==> config.mk <==
export PLATFORM = sky130hd
export DESIGN_NAME = text_painter_pipe_flat
export DESIGN_NICKNAME = d
export VERILOG_FILES = /design/src/rtl/text_painter_pipe_if.sv /design/src/rtl/text_painter_pipe.sv /design/src/flat_wrapper.sv
export SDC_FILE = /design/constraint.sdc
export NUM_CORES = 1
export LEC_CHECK = 0
export CAP_MARGIN = 15
export CORE_ASPECT_RATIO = 0.5
export CORE_MARGIN = 5
export CORE_UTILIZATION = 44
export CTS_CLUSTER_SIZE = 28
export DETAILED_ROUTE_END_ITERATION = 10
export PLACE_DENSITY = 0.85
export SLEW_MARGIN = 10
export SYNTH_ARGS = -nofsm -noshare
export SYNTH_HDL_FRONTEND = slang
export SYNTH_SLANG_ARGS = --single-unit
export TNS_END_PERCENT = 5
==> constraint.sdc <==
create_clock -name clk -period 4.2 [get_ports clk]
set_input_delay 0.63 -clock clk [delete_from_list [all_inputs] [get_ports clk]]
set_output_delay 0.63 -clock clk [all_outputs]
set_load 0.05 [all_outputs]
==> src/rtl/text_painter_pipe_if.sv <==
// text_painter_pipe_if: memory-side bus of the text painter (text RAM read port + glyph ROM read port).
// master = painter, slave = memories.
interface text_painter_pipe_if #(
    parameter int FONT_W = 8,
    parameter int FONT_H = 16,
    parameter int COLS   = 80,
    parameter int ROWS   = 30
);
    localparam int TA_W = $clog2(COLS*ROWS);
    localparam int GA_W = $clog2(128*FONT_H);

    // No valid/ready: the master presents an address every cycle and the slave
    // returns the addressed word exactly one clock later, with no stalls.
    logic [TA_W-1:0]   text_addr;
    logic [31:0]       text_data;
    logic [GA_W-1:0]   glyph_addr;
    logic [FONT_W-1:0] glyph_data;

    modport master (output text_addr, output glyph_addr, input text_data, input glyph_data);
    modport slave  (input text_addr, input glyph_addr, output text_data, output glyph_data);
endinterface

==> src/rtl/text_painter_pipe.sv <==
// text_painter_pipe: 4-stage VGA text renderer (coordinate -> cell -> text RAM -> glyph ROM -> pixel).
// Optional blinking underline cursor is built when TEXT_PAINTER_CURSOR_EN is defined.
module text_painter_pipe #(
    parameter int FONT_W       = 8,
    parameter int FONT_H       = 16,
    parameter int COLS         = 80,
    parameter int ROWS         = 30,
    parameter int CHAR_W       = 7,
    parameter int BLINK_FRAMES = 30
) (
    input  logic                         clk,
    input  logic                         rst_n,
    input  logic [9:0]                   i_horz_coord,
    input  logic [9:0]                   i_vert_coord,
    input  logic                         i_active,
    input  logic                         i_frame_start,
    input  logic [23:0]                  i_bg_color,
    input  logic [$clog2(COLS*ROWS)-1:0] i_cursor_pos,
    output logic                         o_pixel,
    output logic [23:0]                  o_colors,
    output logic                         o_out_valid,
    text_painter_pipe_if.master          bus
);

    localparam int TA_W   = $clog2(COLS*ROWS);
    localparam int GA_W   = $clog2(128*FONT_H);
    localparam int FW_LOG = $clog2(FONT_W);
    localparam int FH_LOG = $clog2(FONT_H);

    logic [11:0]       w_cx;
    logic [11:0]       w_cy;
    logic [11:0]       w_cell;
    logic [FH_LOG-1:0] w_row;
    logic [FW_LOG-1:0] w_col;
    logic              w_in_range;
    logic              w_s1_valid;
    logic              w_cur_hit;

    assign w_cx   = 12'(i_horz_coord >> FW_LOG);
    assign w_cy   = 12'(i_vert_coord >> FH_LOG);
    assign w_cell = w_cy * 12'(COLS) + w_cx;
    assign w_row  = i_vert_coord[FH_LOG-1:0];
    assign w_col  = i_horz_coord[FW_LOG-1:0];

    // Column and row are bounded separately: x past the last column would
    // otherwise alias onto the start of the next text row.
    assign w_in_range = (w_cx < 12'(COLS)) && (w_cy < 12'(ROWS)) &&
                        (w_cell < 12'(COLS*ROWS));
    assign w_s1_valid = i_active && w_in_range;

`ifdef TEXT_PAINTER_CURSOR_EN
    localparam int BC_W = $clog2(BLINK_FRAMES) + 1;

    logic [BC_W-1:0] r_blink_cnt;
    logic            r_blink_on;

    always_ff @(posedge clk or negedge rst_n) begin
        if (!rst_n) begin
            r_blink_cnt <= '0;
            r_blink_on  <= 1'b1;
        end else if (i_frame_start) begin
            if (r_blink_cnt == BC_W'(BLINK_FRAMES-1)) begin
                r_blink_cnt <= '0;
                r_blink_on  <= ~r_blink_on;
            end else begin
                r_blink_cnt <= r_blink_cnt + 1'b1;
            end
        end
    end

    // Underline cursor: bottom two glyph rows of the cursor cell while blink is on.
    assign w_cur_hit = r_blink_on && (w_cell == 12'(i_cursor_pos)) &&
                       (w_row >= FH_LOG'(FONT_H-2));
`else
    logic w_unused_cursor;
    assign w_unused_cursor = ^{i_cursor_pos, i_frame_start};
    assign w_cur_hit       = 1'b0;
`endif

    // Stage 1: cell address and in-cell position.
    logic [TA_W-1:0]   r1_text_addr;
    logic [FH_LOG-1:0] r1_row;
    logic [FW_LOG-1:0] r1_col;
    logic              r1_valid;
    logic              r1_cur;

    always_ff @(posedge clk or negedge rst_n) begin
        if (!rst_n) begin
            r1_text_addr <= '0;
            r1_row       <= '0;
            r1_col       <= '0;
            r1_valid     <= 1'b0;
            r1_cur       <= 1'b0;
        end else begin
            r1_text_addr <= w_s1_valid ? TA_W'(w_cell) : '0;
            r1_row       <= w_row;
            r1_col       <= w_col;
            r1_valid     <= w_s1_valid;
            r1_cur       <= w_cur_hit;
        end
    end

    assign bus.text_addr = r1_text_addr;

    // Stage 2: text word arrives from RAM; glyph address formed from it.
    logic [FH_LOG-1:0] r2_row;
    logic [FW_LOG-1:0] r2_col;
    logic              r2_valid;
    logic              r2_cur;

    always_ff @(posedge clk or negedge rst_n) begin
        if (!rst_n) begin
            r2_row   <= '0;
            r2_col   <= '0;
            r2_valid <= 1'b0;
            r2_cur   <= 1'b0;
        end else begin
            r2_row   <= r1_row;
            r2_col   <= r1_col;
            r2_valid <= r1_valid;
            r2_cur   <= r1_cur;
        end
    end

    always_comb begin
        bus.glyph_addr = '0;
        if (r2_valid) begin
            bus.glyph_addr = (GA_W'(bus.text_data[CHAR_W-1:0]) << FH_LOG) | GA_W'(r2_row);
        end
    end

    // Stage 3: capture attributes while the ROM fetches the glyph row.
    logic [23:0]       r3_fg;
    logic              r3_inv;
    logic [FW_LOG-1:0] r3_col;
    logic              r3_valid;
    logic              r3_cur;

    always_ff @(posedge clk or negedge rst_n) begin
        if (!rst_n) begin
            r3_fg    <= '0;
            r3_inv   <= 1'b0;
            r3_col   <= '0;
            r3_valid <= 1'b0;
            r3_cur   <= 1'b0;
        end else begin
            r3_fg    <= bus.text_data[31:8];
            r3_inv   <= bus.text_data[7];
            r3_col   <= r2_col;
            r3_valid <= r2_valid;
            r3_cur   <= r2_cur;
        end
    end

    // Stage 4: MSB of the glyph row is the leftmost pixel, so index with ~col.
    logic [FW_LOG-1:0] w_bit_idx;
    logic              w_lit;

    assign w_bit_idx = ~r3_col;
    assign w_lit     = (bus.glyph_data[w_bit_idx] | r3_cur) ^ r3_inv;

    logic        r_pixel;
    logic [23:0] r_colors;
    logic        r_out_valid;

    always_ff @(posedge clk or negedge rst_n) begin
        if (!rst_n) begin
            r_pixel     <= 1'b0;
            r_colors    <= '0;
            r_out_valid <= 1'b0;
        end else if (r3_valid) begin
            r_pixel     <= w_lit;
            r_colors    <= w_lit ? r3_fg : i_bg_color;
            r_out_valid <= 1'b1;
        end else begin
            r_pixel     <= 1'b0;
            r_colors    <= '0;
            r_out_valid <= 1'b0;
        end
    end

    assign o_pixel     = r_pixel;
    assign o_colors    = r_colors;
    assign o_out_valid = r_out_valid;

endmodule

==> src/flat_wrapper.sv <==
// flat-port wrapper written by rule: the top's interface ports become plain ports
module text_painter_pipe_flat 
#(
    parameter int FONT_W       = 8,
    parameter int FONT_H       = 16,
    parameter int COLS         = 80,
    parameter int ROWS         = 30,
    parameter int CHAR_W       = 7,
    parameter int BLINK_FRAMES = 30
)
  (clk, rst_n, i_horz_coord, i_vert_coord, i_active, i_frame_start, i_bg_color, i_cursor_pos, o_pixel, o_colors, o_out_valid, bus_text_addr, bus_glyph_addr, bus_text_data, bus_glyph_data);
  text_painter_pipe_if #(.FONT_W(FONT_W), .FONT_H(FONT_H), .COLS(COLS), .ROWS(ROWS)) bus_i ();
  input  logic clk;
  input  logic rst_n;
  input  logic [9:0] i_horz_coord;
  input  logic [9:0] i_vert_coord;
  input  logic i_active;
  input  logic i_frame_start;
  input  logic [23:0] i_bg_color;
  input  logic [$clog2(COLS*ROWS)-1:0] i_cursor_pos;
  output logic o_pixel;
  output logic [23:0] o_colors;
  output logic o_out_valid;
  output wire logic [$bits(bus_i.text_addr)-1:0] bus_text_addr;
  output wire logic [$bits(bus_i.glyph_addr)-1:0] bus_glyph_addr;
  input wire logic [$bits(bus_i.text_data)-1:0] bus_text_data;
  input wire logic [$bits(bus_i.glyph_data)-1:0] bus_glyph_data;
  assign bus_text_addr = bus_i.text_addr;
  assign bus_glyph_addr = bus_i.glyph_addr;
  assign bus_i.text_data = bus_text_data;
  assign bus_i.glyph_data = bus_glyph_data;
  text_painter_pipe #(.FONT_W(FONT_W), .FONT_H(FONT_H), .COLS(COLS), .ROWS(ROWS), .CHAR_W(CHAR_W), .BLINK_FRAMES(BLINK_FRAMES)) u_core (.clk(clk), .rst_n(rst_n), .i_horz_coord(i_horz_coord), .i_vert_coord(i_vert_coord), .i_active(i_active), .i_frame_start(i_frame_start), .i_bg_color(i_bg_color), .i_cursor_pos(i_cursor_pos), .o_pixel(o_pixel), .o_colors(o_colors), .o_out_valid(o_out_valid), .bus(bus_i));
endmodule
==> impl_results.md, run 1 <==
- Share of flip-flops with an asynchronous set or reset: 1.000
- Post-Syn Area per Cell: 11.98 µm²
- Slew Limit Fails: 0
- Final Skew: 0.005508 ns
- Most frequent cells in the layout: clkdlybuf4s50_1 (134), dfrtp_1 (83), nand2_1 (31), nand3_1 (27), o21ai_0 (16)
- Hold Vio Cnt, Final: 0
- Switching Power: 0.5449 mW
- All-Layer GR Usage: 0.1853
- Final Cycle Share: 0.8052
- Final setup TNS: 0 ns
- Slew @ Worst Pin: 0.9816 ns
- Post-Syn Area: 3187 µm²
- Drt pass-1 iters: 4
- Post-route minimum period: 3.382 ns
- Placed insts: 481
- Critical Path AT: 3.60 ns
- Largest net degree at the start of global routing: 84
- HP Class: reg2reg
- Simple-gate share of the synthesized area: 0.1410
- H-tree depth: 3
- Met3 usage: 0.04113
- Crit Path Max Fanout: 11
- Clock power frac: 0.380
- LEAKAGE: 2.098 nW
- Internal power: 1.471 mW
- Post-synthesis xor/xnor area fraction: 0.02199
- CTS resizes: 0
- Pwr/cell area: 409.7 nW/µm²
- Register area share after synthesis: 0.6517
- Number of flops mapped to enable cells by yosys: 0
- Fin cells: 497
- Num CTS Buffers: 9
- Most used routing layer: met2
- Outcome: complete, no violations
- Met2 Usage GRT: 0.3530
- Mux cell area share after synthesis: 0.01728
- Seq cells post-synth: 83
- Fin area: 4921 µm²
- Synth cell types: 36
- ANT nets after route: 0
- Unrepaired setup endpoints after global routing: false
- Max Fclk: 295.7 MHz
- Worst-skew pair later-pin latency: 0.33 ns
- Clk pin slew, worst setup/hold paths: 0.06 ns
- Most used cell along the critical path: ha_1
- Final nets: 513
- Vias in the first global route: 2,637
- Data required, critical path: 4.42 ns
- Initial Util: 0.4647
- Fin util: 0.7176
- CP Cell Sequence: clkdlybuf4s50_1 -> ha_1 -> ha_1 -> fa_1 -> xnor2_1 -> a211o_1 -> nor4_1 -> o32ai_2 -> a211oi_1
- Ys flop type: dfrtp_1
- Register share of total power: 0.424
- Post-Syn Instances: 266
- Iter 0 DRT Violations: 127
- VDD IR max: 0.2832 mV
- Max cap viols: 0
- Post-CTS setup repair buffer count: 0
- Std cell rows: 21
- Area Growth Syn to Fin: 54.42%
- Crit. End Element: flip-flop
- Sw Ratio: 0.2703
- CTS tree: yes
- Share of cells above drive strength 1: 0.06173
- Detailed placement HPWL: 5948 µm
- Die Wd: 130.4 µm
- Detailed Route WL: 8086 µm
- Adder-Cell Fraction of Synth Area: 0.05575
- Kind of critical path: in2reg
- Final setup violation count: 0
- Slew Limit Headroom: 0.3456
- # hold bufs at CTS: 0
- Gpl congestion: 0.7891
- Die Ht: 70.18 µm
- DR vias: 2,451
- Number of remaining DRC errors: 0
- Critical path startpoint category: input pin
- Io pins: 149
- Synth warnings: 0
- Antenna violations before repair: 0
- FF-to-FF setup slack: 1.92 ns
- Combinational share of power: 0.196
- Net Count, Synth: 379
- Clk Tree Root Cell: clkbuf_16
- Main combinational cell family by area after synthesis: simple AND/OR/NAND/NOR gates
- Antenna fix cells: 0
- First-pass GRT wire length: 13,280 µm
- CP max-delay cell: fa_1
- Area after DPL: 4614 µm²
- Slowest stage delay, CP: 0.50 ns
- Grt met1 use: 0.2077
- Die Area: 9148 µm²
- Synth Area in Compound Gates: 0.08677
- DR vias/cell: 4.932
- Core area: 6858 µm²
- Most common cell after layout, fill and taps aside: clkdlybuf4s50_1
- Port-buffer cells: 135
- GRT Residual Overflow: 0
- DR WL/cell: 16.27 µm
- Longest Clk Path Bufs: 2
- # clock sinks: 83
routing by layer:
layer	wire [µm]	vias up
met5	0	-
met4	148	0
met3	380	12
met2	4650	59
met1	2906	1196
li1	-	1184
power groups by stage:
stage / clock [mW] / combinational (mW) / sequential (mW)
floorplan: 0 / 0.150 / 0.933
global placement: 0 / 0.378 / 0.866
detailed placement: 0 / 0.390 / 0.869
CTS: 0.781 / 0.393 / 0.855
global route: 0.824 / 0.428 / 0.859
finish: 0.766 / 0.395 / 0.855
final cells by class:
type                    count  area, µm²
fillers                   474       1937
multi-input cells         164       1044
inverters                   4      15.01
repair buffers            138       1371
clock buffers               9      225.2
well taps                  92      115.1
clock inverters             7      73.82
flip-flops and latches     83       2077
final timing paths:
check	cells past startpoint	to	start
hold / removal	0	u_core.r2_col[2]	u_core.r1_col[2]
hold reg to reg	0	u_core.r2_col[2]	u_core.r1_col[2]
max in group asynchronous	1	u_core.o_colors[9]	rst_n
setup / recovery	9	u_core.bus.text_addr[8]	i_vert_coord[5]
min in group asynchronous	1	u_core.r3_fg[7]	rst_n
setup reg to reg	6	u_core.o_colors[3]	u_core.r3_col[0]
per-stage QoR:
stage	worst slack [ns]	power, mW	hold WS, ns
after CTS	0.4838	2.029	0.3409
after floorplan	1.335	1.083	0.3312
final	0.8180	2.016	0.3418
after global routing	0.6472	2.111	0.3554
after global placement	0.2607	1.244	0.3325
after detailed placement	0.1489	1.259	0.3355
synth_stat cells, types with 3 or more instances:
cell type	number	area share
a21oi_1	12	0.019
ha_1	11	0.043
inv_1	4	0.0047
and2_1	12	0.024
nor2_1	4	0.0047
o21ai_0	16	0.025
nand2_1	31	0.037
clkbuf_1	7	0.0082
dfrtp_1	83	0.65
and3_1	3	0.0059
xnor2_1	4	0.011
xor2_1	4	0.011
buf_2	4	0.0063
o21ai_1	10	0.016
nand3_1	27	0.042
nor3_1	3	0.0047
a211oi_1	4	0.0094
registers in the layout, summed over array words and instances (netlist names):
name / count
u_core.o_colors: 24
u_core.r3_fg: 24
u_core.bus.text_addr: 12
u_core.r1_row: 4
u_core.r2_row: 4
u_core.r1_col: 3
u_core.r2_col: 3
u_core.r3_col: 3
u_core.o_out_valid: 1
u_core.o_pixel: 1
u_core.r1_valid: 1
u_core.r2_valid: 1
u_core.r3_inv: 1
u_core.r3_valid: 1
worst max-delay path, delay by kind of cell:
kind	cells	cell delay, ns
adders and majority gates	3	1.08
AOI/OAI and AO/OA	3	0.80
buffers and inverters	1	0.48
and+or+nand+nor	1	0.41
xor gates and xnor gates	1	0.20
kinds of logic (layout without fill, tap and decap cells):
group,after synthesis,count (layout)
adder cells (fa/ha/maj),13,13
flip-flops,83,83
AND/OR/NAND/NOR,91,91
buffers and inverters,19,158
XOR/XNOR,8,8
AO/OA/AOI/OAI,49,49
multiplexers,3,3
Power figures use the tool's default switching activity.
==> inputs of run 2 (changes only) <==
Settings changed: CORE_UTILIZATION 44 to 37, PLACE_DENSITY 0.85 to 0.76.
Clock period 4.2 ns to 3.1 ns, I/O delays scaled along.
==> impl_results.md, run 2 (same netlist as run 1, synthesis figures left out) <==
- Max cap viols: 0 (unchanged)
- Register Area: 2077 µm² (unchanged)
- CP max-delay cell: fa_1
- GRT Residual Overflow: 0 (unchanged)
- Core area: 8202 µm² (+20%)
- Iter 0 DRT Violations: 107 (-16%)
- HP Class: in2async
- Pwr Total: 2.748 mW (+36%)
- Vias in the first global route: 2,410 (-8.6%)
- First-pass GRT wire length: 11,940 µm (-10%)
- Post-CTS setup repair buffer count: 0 (unchanged)
- Area after DPL: 4727 µm² (+2.4%)
- Area taken by multi-input logic gates: 1036 µm² (-0.72%)
- Final setup violation count: 0 (unchanged)
- Crit Path Max Fanout: 11 (unchanged)
- Number of remaining DRC errors: 0 (unchanged)
- CP Cell Sequence: clkdlybuf4s50_1 -> ha_1 -> ha_1 -> fa_1 -> nand2_1 -> a211o_1 -> nor4_1 -> o32ai_1 -> buf_4 -> a211oi_1
- # hold bufs at CTS: 0 (unchanged)
- Most frequent cells in the layout: clkdlybuf4s50_1 (134), dfrtp_1 (83), nand2_1 (31), nand3_1 (27), o21ai_0 (16)
- Most common cell after layout, fill and taps aside: clkdlybuf4s50_1
- CTS resizes: 0 (unchanged)
- Worst R2R End: u_core.o_colors[6]
- Kind of critical path: in2reg
- Detailed Route WL: 7557 µm (-6.5%)
- Die Wd: 141.2 µm (+8.4%)
- ANT nets after route: 0 (unchanged)
- Critical Path AT: 3.11 ns (-0.49 ns)
- Drt pass-1 iters: 5 (+1)
- R2R cell count: 6 (unchanged)
- Num CTS Buffers: 9 (unchanged)
- Final setup TNS: 0 ns (unchanged)
- Largest net degree at the start of global routing: 84 (unchanged)
- Detailed placement HPWL: 5752 µm (-3.3%)
- DR vias/cell: 4.547 (-7.8%)
- Final Cycle Share: 0.9292
- Port-buffer cells: 135 (unchanged)
- Die Ht: 75.63 µm (+7.8%)
- Unrepaired setup endpoints after global routing: false
- Slew Limit Fails: 0 (unchanged)
- H-tree depth: 3 (unchanged)
- Most used cell along the critical path: ha_1
- CTS tree: yes
- Slowest stage delay, CP: 0.51 ns (about the same)
- Hold Vio Cnt, Final: 0 (unchanged)
- All-Layer GR Usage: 0.1443 (-0.04102)
- Antenna violations before repair: 0 (unchanged)
- LEAKAGE: 2.155 nW (+2.7%)
- Final Skew: 0.004376 ns (-0.001132 ns)
- Data required, critical path: 3.33 ns (-1.09 ns)
- Pwr/cell area: 544.1 nW/µm² (+33%)
- Worst r2r src: u_core.r3_col[0]
- Outcome: complete, no violations
- Antenna fix cells: 0 (unchanged)
- Clk Tree Root Cell: clkbuf_16
- Crit. End Element: flip-flop
- FF-to-FF setup slack: 1.01 ns (-0.91 ns)
- Post-route minimum period: 2.881 ns
- Max Fclk: 347.2 MHz
- Initial Util: 0.3886 (-0.07614)
- Gpl congestion: 0.7590 (-3.8%)
- Clk pin slew, worst setup/hold paths: 0.06 ns (about the same)
- DR WL/cell: 14.31 µm (-12%)
- Io pins: 149 (unchanged)
- Worst setup margin: 0.2195 ns (-0.5985 ns)
- Share of cells above drive strength 1: 0.07933 (+0.01760)
- Area Growth Syn to Fin: 58.50%
- Worst-skew pair later-pin latency: 0.32 ns (about the same)
- Place WS: -0.1289 ns (-0.2778 ns)
- Critical path startpoint category: input pin
- Die Area: 10,680 µm² (+17%)
- Fin Hold WS: 0.07200 ns (-0.2698 ns)
- Final nets: 524 (+2.1%)
- # fillers: 661 (+39%)
- Slew @ Worst Pin: 1.024 ns (+0.04234 ns)
- Longest Clk Path Bufs: 2 (unchanged)
- Slew Limit Headroom: 0.3173 (-0.02822)
- DR vias: 2,401 (-2.0%)
- VDD IR max: 0.2914 mV (+2.9%)
- # clock sinks: 83 (unchanged)
- Std cell rows: 23 (+9.5%)
- Fin area: 5051 µm² (+2.6%)
==> run 2: cell type report <==
| cell class | instances | area share |
|---|---|---|
| Sequential cell | 83 | 0.4112 |
| Timing Repair Buffer | 149 | 0.2943 |
| Multi-Input combinational cell | 164 | 0.2051 |
| Clock buffer | 12 | 0.04880 |
| Tap cell | 112 | 0.02774 |
| Clock inverter | 4 | 0.009908 |
| Inverter | 4 | 0.002973 |
==> run 2: per-stage QoR <==
stage          instances    util
6_report             528  0.6159
5_1_grt              528  0.6159
4_1_cts              527  0.6125
3_5_place_dp         511  0.5764
3_3_place_gp         511  0.5764
2_1_floorplan        266       -
==> run 2: worst max-delay path by stage <==
stage,start,endpoint,slack (ns)
after floorplan,i_vert_coord[5],u_core.bus.text_addr[6],0.40
final,i_vert_coord[5],u_core.bus.text_addr[7],0.22
after CTS,i_vert_coord[5],u_core.bus.text_addr[7],0.22
after detailed placement,i_vert_coord[5],u_core.bus.text_addr[7],-0.13
after global routing,i_vert_coord[5],u_core.bus.text_addr[5],0.01
after global placement,i_vert_coord[5],u_core.bus.text_addr[6],-0.06
==> run 2: layer usage <==
metal	vias to the layer above	wire length, µm	track usage
li1	1206	-	-
met1	1135	2890	0.1641
met2	48	4210	0.2704
met3	12	303	0.04138
met4	0	153	0.04619
met5	-	0	0
==> run 2: critical path, delay by kind of cell <==
kind / cells / cell delay, ns
AND/OR/NAND/NOR: 2 / 0.36
buffers and inverters: 2 / 0.60
adder cells (fa/ha/maj): 3 / 1.04
AO/OA/AOI/OAI: 3 / 0.63
==> run 2: power by group <==
| group | switching [mW] | total [mW] | internal [mW] |
|---|---|---|---|
| clock | 0.390 | 1.03 | 0.644 |
| sequential | 0.0263 | 1.16 | 1.14 |
| combinational | 0.298 | 0.549 | 0.251 |
| total | 0.714 | 2.75 | 2.03 |
==> inputs of run 3 (changes only) <==
Settings changed: SKIP_LAST_GASP set to 1.
==> results of run 3 <==
Final layout, timing and power as in run 2 (identical DEF).
